`src/rtl/multicycle_pkg.sv`:
```
// Shared types and constants for the LEGv8 multicycle sequencer: state and
// instruction-class encodings, opcode match patterns, ALU and sign-extend codes.
package multicycle_pkg;

  typedef enum logic [2:0] {
    ST_FETCH  = 3'd0,
    ST_DECODE = 3'd1,
    ST_EXEC   = 3'd2,
    ST_MEM    = 3'd3,
    ST_WB     = 3'd4,
    ST_HALT   = 3'd5
  } state_t;

  typedef enum logic [3:0] {
    CLS_NONE, CLS_LDUR, CLS_STUR, CLS_ADD, CLS_SUB, CLS_AND,
    CLS_ORR, CLS_ADDI, CLS_SUBI, CLS_CBZ, CLS_B
  } iclass_t;

  // Opcode patterns as value/care pairs; a 0 care bit is a don't-care position.
  typedef struct packed {
    logic [10:0] val;
    logic [10:0] care;
  } op_pat_t;

  localparam op_pat_t PAT_LDUR   = '{val: 11'b00111000010, care: 11'b00111111111};
  localparam op_pat_t PAT_STUR   = '{val: 11'b00111000000, care: 11'b00111111111};
  localparam op_pat_t PAT_ADDREG = '{val: 11'b00001011000, care: 11'b01011111000};
  localparam op_pat_t PAT_SUBREG = '{val: 11'b01001011000, care: 11'b01011111000};
  localparam op_pat_t PAT_ANDREG = '{val: 11'b00001010000, care: 11'b01111111000};
  localparam op_pat_t PAT_ORRREG = '{val: 11'b00101010000, care: 11'b01111111000};
  localparam op_pat_t PAT_ADDIMM = '{val: 11'b00010001000, care: 11'b01011111000};
  localparam op_pat_t PAT_SUBIMM = '{val: 11'b01010001000, care: 11'b01011111000};
  localparam op_pat_t PAT_CBZ    = '{val: 11'b00110100000, care: 11'b01111110000};
  localparam op_pat_t PAT_B      = '{val: 11'b00010100000, care: 11'b01111100000};

  localparam logic [3:0] ALU_AND   = 4'b0000;
  localparam logic [3:0] ALU_ORR   = 4'b0001;
  localparam logic [3:0] ALU_ADD   = 4'b0010;
  localparam logic [3:0] ALU_SUB   = 4'b0110;
  localparam logic [3:0] ALU_PASSB = 4'b0111;

  localparam logic [1:0] SIGN_IMM = 2'b00;
  localparam logic [1:0] SIGN_D   = 2'b01;
  localparam logic [1:0] SIGN_CB  = 2'b11;

  function automatic logic op_match(input logic [10:0] op, input op_pat_t p);
    return ((op ^ p.val) & p.care) == 11'b0;
  endfunction

  function automatic iclass_t classify(input logic [10:0] op);
    if (op_match(op, PAT_LDUR))   return CLS_LDUR;
    if (op_match(op, PAT_STUR))   return CLS_STUR;
    if (op_match(op, PAT_ADDREG)) return CLS_ADD;
    if (op_match(op, PAT_SUBREG)) return CLS_SUB;
    if (op_match(op, PAT_ANDREG)) return CLS_AND;
    if (op_match(op, PAT_ORRREG)) return CLS_ORR;
    if (op_match(op, PAT_ADDIMM)) return CLS_ADDI;
    if (op_match(op, PAT_SUBIMM)) return CLS_SUBI;
    if (op_match(op, PAT_CBZ))    return CLS_CBZ;
    if (op_match(op, PAT_B))      return CLS_B;
    return CLS_NONE;
  endfunction

  function automatic logic [3:0] alu_of(input iclass_t c);
    case (c)
      CLS_AND:                              return ALU_AND;
      CLS_ORR:                              return ALU_ORR;
      CLS_ADD, CLS_ADDI, CLS_LDUR, CLS_STUR: return ALU_ADD;
      CLS_SUB, CLS_SUBI:                    return ALU_SUB;
      CLS_CBZ:                              return ALU_PASSB;
      default:                              return 4'b0000;
    endcase
  endfunction

endpackage

```
`src/rtl/multicycle_control_ready_wait_counter.sv`:
```
// Wait-cycle counter shared by the instruction and data memory handshakes;
// expired is high while the count equals LIMIT.
module ready_wait_counter #(
  parameter int unsigned CNT_W = 4,
  parameter int unsigned LIMIT = 15
) (
  input  logic clk,
  input  logic rst,
  input  logic clear,
  input  logic enable,
  output logic expired
);

  localparam logic [CNT_W-1:0] LIMIT_C = CNT_W'(LIMIT);

  logic [CNT_W-1:0] count_q;

  always_ff @(posedge clk) begin
    if (rst || clear) begin
      count_q <= '0;
    end else if (enable) begin
      count_q <= count_q + CNT_W'(1);
    end
  end

  assign expired = (count_q == LIMIT_C);

endmodule

```
`src/rtl/multicycle_control.sv`:
```
// LEGv8 multicycle sequencer: steps each instruction through FETCH/DECODE/EXEC/
// MEM/WB with ready handshakes on both memory ports and a shared wait timeout.
module multicycle_control
  import multicycle_pkg::*;
#(
  parameter int unsigned TIMEOUT_CYCLES = 15,
  parameter int unsigned CNT_W          = 4
) (
  input  logic        CLK,
  input  logic        Reset,
  input  logic [10:0] opcode,
  input  logic        zero,
  input  logic        imem_ready,
  input  logic        dmem_ready,
  output logic        ir_write,
  output logic        pc_write,
  output logic        pc_branch,
  output logic        reg2loc,
  output logic        alusrc,
  output logic        mem2reg,
  output logic        regwrite,
  output logic        memread,
  output logic        memwrite,
  output logic [3:0]  aluop,
  output logic [1:0]  signop,
  output logic        instr_done,
  output logic        illegal,
  output logic        timeout,
  output logic [2:0]  state
);

  state_t  state_q;
  iclass_t cls_q;
  iclass_t dec_cls;
  logic    illegal_q;
  logic    timeout_q;
  logic    ctr_clr;
  logic    ctr_en;
  logic    expired;

  always_comb dec_cls = classify(opcode);

  always_comb begin
    ctr_clr = ((state_q == ST_FETCH) && imem_ready) || ((state_q == ST_MEM) && dmem_ready);
    ctr_en  = ((state_q == ST_FETCH) && !imem_ready) || ((state_q == ST_MEM) && !dmem_ready);
  end

  ready_wait_counter #(
    .CNT_W (CNT_W),
    .LIMIT (TIMEOUT_CYCLES)
  ) u_wait (
    .clk     (CLK),
    .rst     (Reset),
    .clear   (ctr_clr),
    .enable  (ctr_en),
    .expired (expired)
  );

  // Ready is tested before expiry so a ready on the final wait cycle still succeeds.
  always_ff @(posedge CLK) begin
    if (Reset) begin
      state_q   <= ST_FETCH;
      cls_q     <= CLS_NONE;
      illegal_q <= 1'b0;
      timeout_q <= 1'b0;
    end else begin
      case (state_q)
        ST_FETCH: begin
          if (imem_ready) begin
            state_q <= ST_DECODE;
          end else if (expired) begin
            timeout_q <= 1'b1;
            state_q   <= ST_HALT;
          end
        end
        ST_DECODE: begin
          cls_q <= dec_cls;
          if (dec_cls == CLS_NONE) begin
            illegal_q <= 1'b1;
            state_q   <= ST_FETCH;
          end else begin
            state_q <= ST_EXEC;
          end
        end
        ST_EXEC: begin
          case (cls_q)
            CLS_LDUR, CLS_STUR: state_q <= ST_MEM;
            CLS_CBZ, CLS_B:     state_q <= ST_FETCH;
            default:            state_q <= ST_WB;
          endcase
        end
        ST_MEM: begin
          if (dmem_ready) begin
            state_q <= (cls_q == CLS_LDUR) ? ST_WB : ST_FETCH;
          end else if (expired) begin
            timeout_q <= 1'b1;
            state_q   <= ST_HALT;
          end
        end
        ST_WB:   state_q <= ST_FETCH;
        ST_HALT: state_q <= ST_HALT;
        default: state_q <= ST_HALT;
      endcase
    end
  end

  always_comb begin
    ir_write   = 1'b0;
    pc_write   = 1'b0;
    pc_branch  = 1'b0;
    reg2loc    = 1'b0;
    alusrc     = 1'b0;
    mem2reg    = 1'b0;
    regwrite   = 1'b0;
    memread    = 1'b0;
    memwrite   = 1'b0;
    aluop      = '0;
    signop     = '0;
    instr_done = 1'b0;
    illegal    = 1'b0;
    timeout    = 1'b0;
    state      = '0;
    if (!Reset) begin
      state   = state_q;
      illegal = illegal_q;
      timeout = timeout_q;
      case (state_q)
        ST_FETCH: begin
          ir_write = imem_ready;
          pc_write = imem_ready;
        end
        ST_DECODE: begin
          reg2loc    = (dec_cls == CLS_STUR) || (dec_cls == CLS_CBZ);
          instr_done = (dec_cls == CLS_NONE);
        end
        ST_EXEC: begin
          aluop  = alu_of(cls_q);
          alusrc = cls_q inside {CLS_ADDI, CLS_SUBI, CLS_LDUR, CLS_STUR};
          case (cls_q)
            CLS_LDUR, CLS_STUR: signop = SIGN_D;
            CLS_B: begin
              signop     = SIGN_D;
              pc_write   = 1'b1;
              pc_branch  = 1'b1;
              instr_done = 1'b1;
            end
            CLS_CBZ: begin
              signop     = SIGN_CB;
              pc_write   = zero;
              pc_branch  = zero;
              instr_done = 1'b1;
            end
            default: signop = SIGN_IMM;
          endcase
        end
        ST_MEM: begin
          aluop      = alu_of(cls_q);
          alusrc     = 1'b1;
          memread    = (cls_q == CLS_LDUR);
          memwrite   = (cls_q == CLS_STUR);
          instr_done = (cls_q == CLS_STUR) && dmem_ready;
        end
        ST_WB: begin
          regwrite   = 1'b1;
          mem2reg    = (cls_q == CLS_LDUR);
          instr_done = 1'b1;
        end
        default: ;
      endcase
    end
  end

endmodule
```
`config.mk`:
```
export PLATFORM = sky130hd
export DESIGN_NAME = multicycle_control
export DESIGN_NICKNAME = d
export VERILOG_FILES = /design/src/rtl/multicycle_pkg.sv /design/src/rtl/multicycle_control_ready_wait_counter.sv /design/src/rtl/multicycle_control.sv
export SDC_FILE = /design/constraint.sdc
export NUM_CORES = 1
export LEC_CHECK = 0
export ABC_AREA = 1
export BUFFER_PORTS_ARGS = -buffer_cell sky130_fd_sc_hd__buf_4
export CORE_AREA = 4 4 80 82
export DETAILED_ROUTE_END_ITERATION = 6
export DIE_AREA = 0 0 84 86
export PLACE_DENSITY = 0.46
export SYNTH_ARGS = -nofsm -noshare
export SYNTH_HDL_FRONTEND = slang
export SYNTH_SLANG_ARGS = --single-unit
```
`constraint.sdc`:
```
create_clock -name CLK -period 2.27 [get_ports CLK]
set_input_delay 0.1135 -clock CLK [delete_from_list [all_inputs] [get_ports CLK]]
set_output_delay 0.1135 -clock CLK [all_outputs]
set_load 0.02 [all_outputs]
```
==> results of run 1 <==
power groups by stage:
stage,registers (mW),logic (mW),clock network (mW)
after global placement,0.327,0.245,0
after detailed placement,0.327,0.245,0
after global routing,0.323,0.277,0.275
after CTS,0.320,0.246,0.263
final,0.321,0.243,0.253
after floorplan,0.323,0.171,0
layout by cell type (no fill, tap or decap):
master,synthesis,final
clkbuf_8,0,4
inv_2,8,8
a31oi_1,2,2
conb_1,1,1
nand3_1,22,22
nor3_4,2,2
nor2_1,45,45
dfxtp_1,16,16
o21ai_4,1,1
o21bai_1,1,1
nand4_1,1,1
inv_1,35,35
buf_4,1,35
nand3b_1,2,2
nand2_2,3,3
nand3_2,3,3
nor2_2,3,3
o21a_1,1,1
o21ai_0,5,5
inv_4,2,2
a211oi_1,1,1
a21oi_2,1,1
clkinv_4,1,1
and3_1,1,1
a21oi_4,1,1
o31ai_1,1,1
ha_1,4,4
o21ai_1,4,4
nand2_4,1,1
nor3_1,9,9
a21oi_1,12,12
nand2_1,40,40
o21ai_2,1,1
logic make-up (layout without fill, tap and decap cells):
group,after synthesis,in the layout
DFF,16,16
AOI/OAI and AO/OA,31,31
and+or+nand+nor,132,132
other,1,1
buffers and inverters,49,85
adders and majority gates,4,4
synth_stat cells:
| cell | count | area, um^2 |
|---|---|---|
| inv_1 | 35 | 131 |
| o21ai_4 | 1 | 16.3 |
| a21oi_1 | 12 | 60.1 |
| nand2_2 | 3 | 18.8 |
| clkbuf_1 | 1 | 3.75 |
| nand3_1 | 22 | 110 |
| o21ai_2 | 1 | 8.76 |
| o21bai_1 | 1 | 7.51 |
| nor3_1 | 9 | 45.0 |
| inv_4 | 2 | 12.5 |
| buf_1 | 1 | 3.75 |
| nand3_2 | 3 | 30.0 |
| dfxtp_1 | 16 | 320 |
| ha_1 | 4 | 50.1 |
| and3_1 | 1 | 6.26 |
| o21ai_1 | 4 | 20.0 |
| clkinv_4 | 1 | 8.76 |
| a211oi_1 | 1 | 7.51 |
| nor2_2 | 3 | 18.8 |
| a21oi_4 | 1 | 16.3 |
| nor3_4 | 2 | 32.5 |
| o31ai_1 | 1 | 7.51 |
| nand2_1 | 40 | 150 |
| inv_2 | 8 | 30.0 |
| nand2_4 | 1 | 11.3 |
| a21oi_2 | 1 | 8.76 |
| conb_1 | 1 | 3.75 |
| nand4_1 | 1 | 6.26 |
| o21ai_0 | 5 | 25.0 |
| nor2_1 | 45 | 169 |
| a31oi_1 | 2 | 12.5 |
| o21a_1 | 1 | 7.51 |
| buf_4 | 1 | 7.51 |
| nand3b_1 | 2 | 15.0 |
per-stage QoR:
step | area, um^2 | util [%] | power, mW | instances
3_3_place_gp | 1720 | 30.0 | 0.571 | 340
3_5_place_dp | 1720 | 30.0 | 0.571 | 340
5_1_grt | 1780 | 31.0 | 0.876 | 344
4_1_cts | 1780 | 31.0 | 0.829 | 344
6_report | 1780 | 31.0 | 0.816 | 344
2_1_floorplan | 1380 | - | 0.495 | 233
layout make-up:
| cell class | instances | area (um^2) |
|---|---|---|
| sequential | 16 | 320 |
| tap | 75 | 93.8 |
| clock buffer | 4 | 55.1 |
| timing repair buffer | 35 | 263 |
| inverter | 46 | 183 |
| multi-input combinational | 168 | 865 |
| fill | 670 | 3970 |
metal layers:
layer / vias up / wire length [um]
li1: 807 / -
met1: 636 / 1600
met2: 58 / 1660
met3: 4 / 252
met4: 0 / 31
met5: - / 0
worst min-delay path by stage:
stage / startpoint / endpoint / slack (ns) / cells past startpoint
6_report: Reset / timeout_q / 0.21 / 2
3_3_place_gp: illegal_q / illegal_q / 0.45 / 2
5_1_grt: Reset / timeout_q / 0.23 / 2
3_5_place_dp: illegal_q / illegal_q / 0.45 / 2
4_1_cts: Reset / timeout_q / 0.21 / 2
2_1_floorplan: Reset / state_q[0] / 0.30 / 3
==> flow_summary_export.csv, run 1 <==
group,metric,value,unit
power,switching_share,32.9,%
synthesis,syn-num-nets,253,
place,place_hpwl,2980,um
place,dp_slack,0.338,ns
timing,finalWorstPathRequiredPeriod,1.92,ns
power,vdd.ir_drop.worst,0.188,mV
floorplan,ios,37,
power,p_comb_share,29.7,%
route,first_pass_iters,4,
place,io_buffers,34,
worst_setup_path,path_depth,7,
worst_setup_path,cpLargestDelayFamily,"compound AO/OA/AOI/OAI gates",
timing,hold_viol,0,
global_route,met1_usage,12.1,%
timing,rsz0062_at_grt,"false",
worst_setup_path,crit_chain,"inv_2 > nor3_1 > inv_1 > a21oi_1 > o21ai_0 > a21oi_1 > buf_4",
worst_setup_path,reg2reg_depth,10,
floorplan,die_area,7220,um^2
cts,htreeDepth,1,
route,vias,1505,
timing,whs,0.215,ns
timing,finalCritPeriodShare,84.8,%
cts,clockRootBuffer,"clkbuf_8",
global_route,first_global_vias,1403,
synthesis,synth_top_family_by_area,"simple AND/OR/NAND/NOR gates",
worst_setup_path,crit_arrival,1.81,ns
global_route,grt_util_met2,17.9,%
worst_setup_path,endpoint,"pc_write",
floorplan,core_area,5750,um^2
worst_setup_path,end_kind,"output port",
timing,tns,0,ns
power,power_leakage,0.900,nW
cts,clkTransAtPathRegs,0.06,ns
power,p_sw,269,uW
cts,cts_tree,"yes",
cells_and_area,antenna_cells,0,
worst_setup_path,startpoint,"state_q[1]",
synthesis,synthSimpleGateAreaFrac,44.3,%
global_route,grt_pass1_wl,6090,um
worst_setup_path,slowest_stage,"dfxtp_1",
cells_and_area,finalNetCount,290,
synthesis,synthXorXnorAreaFrac,0,%
cts,cts_buffers,3,
cts,clockBufferDepth,2,
worst_setup_path,rrSetupSlack,0.35,ns
cts,ctsResizeCount,0,
place,place.gp.congestion,0.893,
power,cellPowerDensity,459,nW/um^2
global_route,overflow,0,
run_status,status,"completed",
cts,cts_setup_buffers,0,
synthesis,syn_avg_cell_area,5.93,um^2
synthesis,synth_area,1380,um^2
synthesis,syn_inst,233,
cts,cts_sinks,16,
global_route,grt_max_degree,24,
cts,ctsHoldBuffers,0,
cts,insertion_delay,0.25,ns
synthesis,synthMuxAreaShare,0,%
timing,finalSetupViolCount,0,
worst_setup_path,start_kind,"flip-flop",
worst_setup_path,crit_top_cell,"a21oi_1",
route,drt-wirelength-per-cell,10.3,um
route,drc_errors,0,
synthesis,ys.warnings.count,0,
timing,fmax,520,MHz
worst_setup_path,slowest_delay,0.41,ns
synthesis,yosysSeqAreaShare,23.2,%
global_route,gr-usage-all-layers,9.87,%
worst_setup_path,regToRegStartpoint,"state_q[0]",
global_route,busiest_layer,"met2",
route,drtIter0Drc,34,
route,routed_wl,3540,um
timing,fin_ws,0.346,ns
job,cap_violations,0,
power,p_int,547,uW
global_route,antenna_found_initial,0,
worst_setup_path,path_class,"flip-flop to output port",
floorplan,rows,28,
route,antenna_left,0,
cells_and_area,final_layout_size_suffix_gt1_share,24.5,%
floorplan,start_util,24.1,%
worst_hold_path,hold_class,"input port to flip-flop",
synthesis,yosysUniqueCellTypes,34,
synthesis,synthAdderAreaFrac,3.62,%
worst_setup_path,crit_required,2.16,ns
route,via_per_inst,4.38,
floorplan,die_y,86,um
cells_and_area,synthToLayoutAreaGrowth,28.7,%
timing,slew_viol_final,0,
floorplan,die_x,84,um
power,pwr-share-seq,39.3,%
timing,fin_skew,0.00114,ns
synthesis,synth_seq_cells,16,
global_route,use_met3,2.21,%
worst_setup_path,critPathMaxFanout,3,
synthesis,synth_compound_area_share,14.3,%
worst_setup_path,crit_buf_inv,3,
power,power_frac_clock,31.0,%
(Power assumes the default switching activity.)
==> run 2, diff against run 1 <==
PLACE_DENSITY = 0.47   (was 0.46)
clock period = 1.73 ns   (was 2.27 ns; I/O delays follow)
==> flow_summary_export.csv, run 2 (synthesized netlist as in run 1, its figures left out) <==
group,metric,value,unit
job,cap_violations,0,
timing,finalSetupViolCount,0,
floorplan,core_area,5750,um^2
worst_setup_path,regToRegStartpoint,"state_q[2]",
place,place_hpwl,3020,um
cts,htreeDepth,1,
cells_and_area,final_cell_mix,"43 x nor2_1, 40 x nand2_1, 40 x buf_4, 34 x inv_1, 21 x nand3_1",
cells_and_area,design_area,1840,um^2
worst_setup_path,crit_arrival,1.54,ns
route,first_pass_iters,4,
cts,clockBufferDepth,2,
global_route,gr-usage-all-layers,9.98,%
floorplan,die_x,84,um
timing,whs,0.187,ns
power,vdd.ir_drop.worst,0.299,mV
cts,cts_buffers,3,
timing,tns,0,ns
floorplan,die_area,7220,um^2
worst_setup_path,path_class,"flip-flop to output port",
cells_and_area,layout_commonest_cell,"nor2_1",
route,drtIter0Drc,74,
global_route,antenna_found_initial,0,
cts,cts_sinks,16,
route,drc_errors,0,
floorplan,die_y,86,um
cts,clkTransAtPathRegs,0.06,ns
cells_and_area,synthToLayoutAreaGrowth,33.0,%
route,routed_wl,3520,um
timing,finalCritPeriodShare,94.2,%
cts,insertion_delay,0.24,ns
worst_setup_path,start_kind,"flip-flop",
floorplan,ios,37,
global_route,first_global_vias,1410,
timing,fin_skew,0.000776,ns
place,numPlacedInstances,343,
cells_and_area,antenna_cells,0,
global_route,grt_max_degree,24,
worst_hold_path,hold_class,"input port to flip-flop",
cts,ctsHoldBuffers,0,
global_route,grt_pass1_wl,6030,um
timing,hold_viol,0,
worst_setup_path,crit_required,1.64,ns
run_status,status,"completed",
cells_and_area,finalNetCount,295,
cts,clockRootBuffer,"clkbuf_8",
timing,slew_viol_final,0,
route,drt-wirelength-per-cell,10.1,um
global_route,overflow,0,
power,cellPowerDensity,586,nW/um^2
cells_and_area,final_cells,349,
worst_setup_path,end_kind,"output port",
worst_hold_path,hp-start,"Reset",
route,vias,1481,
place,place.gp.congestion,0.806,
timing,fmax,614,MHz
place,io_buffers,34,
place,dp_slack,0.0971,ns
timing,finalWorstPathRequiredPeriod,1.63,ns
cells_and_area,final_core_util,32.0,%
floorplan,rows,28,
power,power_leakage,0.930,nW
floorplan,start_util,24.1,%
worst_setup_path,critPathMaxFanout,3,
cells_and_area,final_layout_size_suffix_gt1_share,29.2,%
cts,cts_tree,"yes",
power,finalPower,1.08,mW
timing,rsz0062_at_grt,"true",
route,antenna_left,0,
place,placed_area,1750,um^2
timing,fin_ws,0.100,ns
worst_setup_path,startpoint,"cls_q[0]",
route,via_per_inst,4.24,
-- run 2: changes by cell type in the layout (fill, tap and decap cells not counted), sizes merged --
| cell | change |
|---|---|
| buf | +5 |
-- run 2: worst max-delay path, stage by stage (launching register included) --
cell and delay, ns:
dfxtp_1 0.35, inv_1 0.08, nor2_1 0.17, nand2_1 0.14
a21oi_2 0.15, o21ai_1 0.11, a21oi_1 0.14, buf_4 0.16
-- run 2: cell type report --
type | count | area (um^2)
multi-input combinational | 168 | 883
timing repair buffer | 40 | 300
clock buffer | 4 | 55.1
inverter | 46 | 183
fill | 655 | 3910
tap | 75 | 93.8
sequential | 16 | 324
-- run 2: layer usage --
metal  routed length, um  GRT usage, %  vias to the layer above
met4                  44          3.22                        0
li1                    -             -                      818
met5                   0             0                        -
met1                1620          11.6                      635
met2                1670          18.1                       24
met3                 185          2.31                        4
-- run 2: timing repair --
action                                  4_1_cts  5_1_grt
pin swaps                                     0        2
endpoints found under the setup margin        3        6
buffers inserted                              0        2
hold endpoints to repair                      0        0
cloned                                        0        0
resized for setup                             3        7
-- run 2: worst paths after layout --
kind	endpoint	slack, ns	depth (start not counted)
worst min-delay path	timeout_q	0.19	2
worst min register to register	u_wait.count_q[3]	0.46	1
worst max-delay path	pc_write	0.10	7
worst max register to register	flip-flop	0.18	9
-- run 2: power by group --
| group | internal [mW] | total (mW) | switching, mW |
|---|---|---|---|
| clock network | 0.201 | 0.322 | 0.120 |
| logic | 0.127 | 0.336 | 0.209 |
| registers | 0.402 | 0.420 | 0.0177 |
| total | 0.730 | 1.08 | 0.347 |
